### src/rtl/serial_fs_sub.sv
// Bit-serial N-bit subtractor: one full-subtractor cell and a borrow flip-flop
// produce diff = a - b - bin LSB first, one bit per clock.
module serial_fs_sub #(
  parameter int WIDTH = 8,
  localparam int CW = (WIDTH > 1) ? $clog2(WIDTH) : 1
) (
  input  logic             clk,
  input  logic             rst_n,
  input  logic             start,
  input  logic [WIDTH-1:0] a,
  input  logic [WIDTH-1:0] b,
  input  logic             bin,
  output logic             busy,
  output logic             done,
  output logic [WIDTH-1:0] diff,
  output logic             bout,
  output logic             ovf
);

  typedef enum logic {
    IDLE  = 1'b0,
    SHIFT = 1'b1
  } state_e;

  localparam logic [CW-1:0] LAST = CW'(WIDTH - 1);

  state_e           state_q;
  state_e           state_d;
  logic [CW-1:0]    count_q;
  logic [WIDTH-1:0] a_sr;
  logic [WIDTH-1:0] b_sr;
  logic [WIDTH-1:0] res_sr;
  logic             borrow_q;
  logic [WIDTH-1:0] diff_q;
  logic             bout_q;
  logic             ovf_q;
  logic             done_q;

  logic             accept;
  logic             shifting;
  logic             last;
  logic             x;
  logic             y;
  logic             c;
  logic             d;
  logic             bo;
  logic [WIDTH-1:0] res_next;

  assign accept   = (state_q == IDLE) && start;
  assign shifting = (state_q == SHIFT);
  assign last     = shifting && (count_q == LAST);

  // Full-subtractor cell fed by the operand LSBs and the stored borrow.
  assign x        = a_sr[0];
  assign y        = b_sr[0];
  assign c        = borrow_q;
  assign d        = x ^ y ^ c;
  assign bo       = (~x & y) | (~(x ^ y) & c);
  assign res_next = {d, res_sr[WIDTH-1:1]};

  // State register.
  // NOTE: sequential state is updated with non-blocking assignments so every
  // flop samples the pre-edge value of its neighbours.
  always_ff @(posedge clk or negedge rst_n) begin
    if (!rst_n) begin
      state_q <= IDLE;
    end else begin
      state_q <= state_d;
    end
  end

  // Next-state logic.
  // NOTE: state_d is given a default before the case so no latch is inferred.
  always_comb begin
    state_d = state_q;
    unique case (state_q)
      IDLE:  if (start)           state_d = SHIFT;
      SHIFT: if (count_q == LAST) state_d = IDLE;
      default:                    state_d = IDLE;
    endcase
  end

  // Datapath: operand capture, serial shift and result commit.
  always_ff @(posedge clk or negedge rst_n) begin
    if (!rst_n) begin
      count_q  <= '0;
      a_sr     <= '0;
      b_sr     <= '0;
      res_sr   <= '0;
      borrow_q <= 1'b0;
      diff_q   <= '0;
      bout_q   <= 1'b0;
      ovf_q    <= 1'b0;
      done_q   <= 1'b0;
    end else begin
      done_q <= 1'b0;
      if (accept) begin
        a_sr     <= a;
        b_sr     <= b;
        borrow_q <= bin;
        count_q  <= '0;
      end else if (shifting) begin
        a_sr     <= a_sr >> 1;
        b_sr     <= b_sr >> 1;
        res_sr   <= res_next;
        borrow_q <= bo;
        count_q  <= count_q + CW'(1);
        if (last) begin
          // On the MSB step borrow_q is the borrow into the MSB.
          diff_q <= res_next;
          bout_q <= bo;
          ovf_q  <= borrow_q ^ bo;
          done_q <= 1'b1;
        end
      end
    end
  end

  // Output logic.
  always_comb begin
    busy = shifting;
    done = done_q;
    diff = diff_q;
    bout = bout_q;
    ovf  = ovf_q;
  end

endmodule
### config.mk
export PLATFORM = sky130hd
export DESIGN_NAME = serial_fs_sub
export DESIGN_NICKNAME = d
export VERILOG_FILES = /design/src/rtl/serial_fs_sub.sv
export SDC_FILE = /design/constraint.sdc
export NUM_CORES = 1
export LEC_CHECK = 0
export CORE_ASPECT_RATIO = 0.9
export CORE_MARGIN = 1
export CORE_UTILIZATION = 45
export CTS_BUF_LIST = sky130_fd_sc_hd__clkbuf_8
export CTS_CLUSTER_DIAMETER = 60
export DETAILED_ROUTE_END_ITERATION = 16
export GPL_TIMING_DRIVEN = 0
export HOLD_SLACK_MARGIN = 0.06
export PLACE_DENSITY = 0.71
export SKIP_LAST_GASP = 1
export SYNTH_ARGS = -nofsm -noshare
export SYNTH_HDL_FRONTEND = slang
export SYNTH_SLANG_ARGS = --single-unit
### constraint.sdc
create_clock -name clk -period 1.9 [get_ports clk]
set_input_delay 0.475 -clock clk [delete_from_list [all_inputs] [get_ports clk]]
set_output_delay 0.475 -clock clk [all_outputs]
set_load 0.005 [all_outputs]
* Word-level counts from Yosys, hierarchy flattened
Cells that the tools add are included.
Word-level totals: output and inout port bits 12, input port bits 20, bits in registers 40, word-level logic and storage cells 41
Cells by class: reduce and logical (&&, ||, !) cells 5, add/subtract/negate cells 1, equality and inequality tests 1, bitwise gates (word level) 10, mux-type cells 14
Operators with widths (count):
- two-way mux 8 bit | 4
- two-way mux 1 bit | 7
- two-way mux 3 bit | 2
- NOT 1 bit | 4
- adder 3 x 1 -> 3 bit (second input constant) | 1
- == test 3 bit (second input constant) | 1
- AND reduction 3 bit | 1
- XOR 1 bit | 3
- bitwise AND 1 bit | 2
- logical AND 1 bit | 2
- one-hot mux 1 bit (2 select lines) | 1
- AND reduction 2 bit | 1
- nonzero test 2 bit | 1
- OR 1 bit | 1

* Logic depth before layout (Yosys ltp)
word-level depth 6, gate-level depth with buffers 5

* Worst setup path before layout
No wires, ideal clock.
path kind reg-to-reg, from reg count_q[0], to reg diff_q[1], in the netlist diff[1], stages on the path, launching flop included 6, data arrival time 1.274 ns, setup slack 0.500 ns, setup time 0.125 ns, required time 1.775 ns, cell sequence dfrtp_1 -> ha_1 -> ha_1 -> nand2_2 -> buf_6 -> mux2_4
Between the ends: longest elaborated chain between the ends 3
Ends and longest elaborated chain:
- start: declaration | line 29 | logic [CW-1:0] count_q;
- start signal: assignment | line 107 | count_q <= count_q + CW'(1);
- == test 3 bit | line 51 | assign last = shifting && (count_q == LAST);
- logical AND 1 bit | line 51
- AND reduction 3 bit (no source line)
- end signal: assignment | line 110 | diff_q <= res_next;
- end: declaration | line 34 | logic [WIDTH-1:0] diff_q;
No other way between the ends. A chain may end at the register's enable or synchronous reset.

* Worst setup path after layout
from reg state_q, in the netlist busy, to out busy
RTL lines:
- start: declaration | line 27 | state_e state_q;
- start signal: assignment | line 68 | state_q <= state_d;
- end: declaration | line 13 | output logic busy,
No word-level cell between the ends.

==> impl_metrics.ini <==
[yosys]
synth_top_area_share_pct = 57.6
ys_types = 18
syn-mean-instance-area_sq_um = 13.3
synth_top_area_cell = dfrtp_1
syn-instance-count = 127
synth_seq_area_share_pct = 57.6
synth_area_leaders = dfrtp_1 (58%), mux2i_1 (12%), mux2_4 (7.1%)
syn-num-nets = 150
synth-seq-cells = 39
syn_area_sq_um = 1690
ys_warn_count = 0

[critical_path]
path_depth = 1
crit_path_start_kind = register
cpMaxStageDelayCell = clkdlybuf4s50_1
ff2ff_setup_slack_ns = 0.42
r2r_start = count_q[0]
r2r_end = diff[7]
endpoint = busy
crit_family = buffers and inverters
cp.arrival_ns = 1.16
path_cells = clkdlybuf4s50_1
r2r.worst_path.cells = 5
startpoint = busy
endpoint_kind = output pin
critPathBufInv = 1
critical_path_class = reg -> out
critPathMaxStageDelay_ns = 0.50
crit_required_ns = 1.42
critPathMaxFanout = 2

[global_route]
grt_pass1_wl_um = 4940
grt_pass1_vias = 1100
grt_usage_pct = 17.6
grt_max_degree = 40
antenna_found_initial = 0
grt-ovfl-total = 0

[power]
p_leak_uw = 0.00103
p_per_area_nw_per_um2 = 1540
power_uw = 3280
ir_worst_vdd_mv = 0.646

[finish]
final_nets = 187
final_cell_mix = dfrtp_1 (39), clkdlybuf4s50_1 (29), mux2i_1 (20), nand2_1 (14), mux2_2 (9)
antennaDiodeCount = 0
area_growth_pct = 25.5
drive_gt1_share_pct = 19.4
fin_cells = 209
final_common_cell = dfrtp_1

[drt]
first_pass_iters = 4
wl_per_cell_um = 14.0
vias_per_cell = 5.12
ant_nets = 0
drt_wl_total_um = 2920
drt_iter0_drc = 42
drc = 0
num_vias = 1070

[timing]
maxSlewHeadroom_pct = 42.8
clock-skew-final_ns = 0.00571
rsz0062_at_grt = false
period_share_pct = 86.3
layout_setup_ws_ns = 0.261
hold_violations = 0
timing.hold.ws_ns = 0.281
finalSetupTns_ns = 0
drv_slew = 0
post-route-min-period_ns = 1.64
maxClockFrequency_mhz = 610
worstMarginPinSlew_ns = 0.858
setup_viol = 0

[outcome]
outcome = finished, final reports clean

[die]
core_area_sq_um = 3480
die_x_um = 66.7
start_util_pct = 48.7
io_pins = 32
die_area_sq_um = 4010
rows = 20
die_h_um = 60.2

[clocking]
clock_sinks = 39
cts_max_level = 2
cts_made_buffers = 5
cts_hold_buffers = 0
root_buffer = clkbuf_8
cts_tree = done
cts_resized = 0
clockBufferDepth = 2
clkTransAtPathRegs_ns = 0.07
clock_latency_ns = 0.29
postCtsSetupBuffers = 0

[place]
place_hpwl_um = 2080
pre_cts_ws_ns = 0.415
gp_congestion = 0.710
placed_cells = 201
port_buffers = 30

[run]
maxCapViolations = 0

[worst_hold_path]
worstHoldPathType = in -> async
flip-flops by register name, summed over array words and instances (netlist names):
signal	cells
done	1
busy	1
res_sr	7
bout	1
count_q	3
ovf	1
diff	8
a_sr	8
borrow_q	1
b_sr	8
final cells by class:
| class | instances | area, sq um |
|---|---|---|
| multi-input cells | 75 | 633 |
| inverters | 5 | 18.8 |
| fillers | 279 | 1350 |
| well taps | 44 | 55.1 |
| clock inverters | 3 | 12.5 |
| repair buffers | 30 | 295 |
| plain buffers | 8 | 66.3 |
| flip-flops and latches | 39 | 976 |
| clock buffers | 5 | 68.8 |
per-stage QoR:
stage	instance area, sq um	utilization (%)
floorplan	1690	-
global placement	2050	58.9
detailed placement	2040	58.8
CTS	2130	61.1
global route	2130	61.1
finish	2130	61.1
cell usage after synthesis (all sizes together):
| library cell | count |
|---|---|
| nor2 | 3 |
| o21ai | 14 |
| nand2 | 15 |
| xnor2 | 1 |
| ha | 2 |
| dfrtp | 39 |
| clkbuf | 1 |
| buf | 7 |
| mux2 | 17 |
| mux2i | 20 |
| fa | 1 |
| a22o | 2 |
| inv | 5 |
worst min path at each step:
stage / start / end / slack (ns) / depth (start not counted)
after floorplan: rst_n / a_sr[0] / 0.18 / 0
after global placement: b_sr[1] / b_sr[0] / 0.47 / 2
after detailed placement: a_sr[3] / a_sr[2] / 0.47 / 2
after CTS: rst_n / diff[3] / 0.31 / 1
after global routing: rst_n / diff[7] / 0.36 / 1
final: rst_n / done / 0.28 / 1
per-layer routing:
metal	vias to the layer above	part of all wire, %	wire [um]	track usage [%]
met2	31	50	1470	29.0
met5	-	0	0	0
met4	0	2.0	58	10.0
met3	6	5.0	145	5.53
li1	502	-	-	-
met1	531	43	1250	20.2
power by group:
part           internal, uW  leakage (uW)  total (uW)  switching (uW)
registers              1210      0.000487        1430             218
logic                   825      0.000492        1330             504
clock network           247     0.0000505         526             280
total                  2280       0.00103        3280            1000
logic make-up (layout without fill, tap and decap cells):
group / Yosys count / after routing / synth area share, %
flops: 39 / 39 / 57.6
xor+xnor: 1 / 1 / 0.517
mux: 37 / 37 / 24.9
fa+ha+maj: 3 / 3 / 2.66
buf+inv: 13 / 51 / 5.02
compound gates: 16 / 16 / 5.17
simple gates: 18 / 18 / 4.14
No activity file was read; power rests on OpenSTA's default activity.
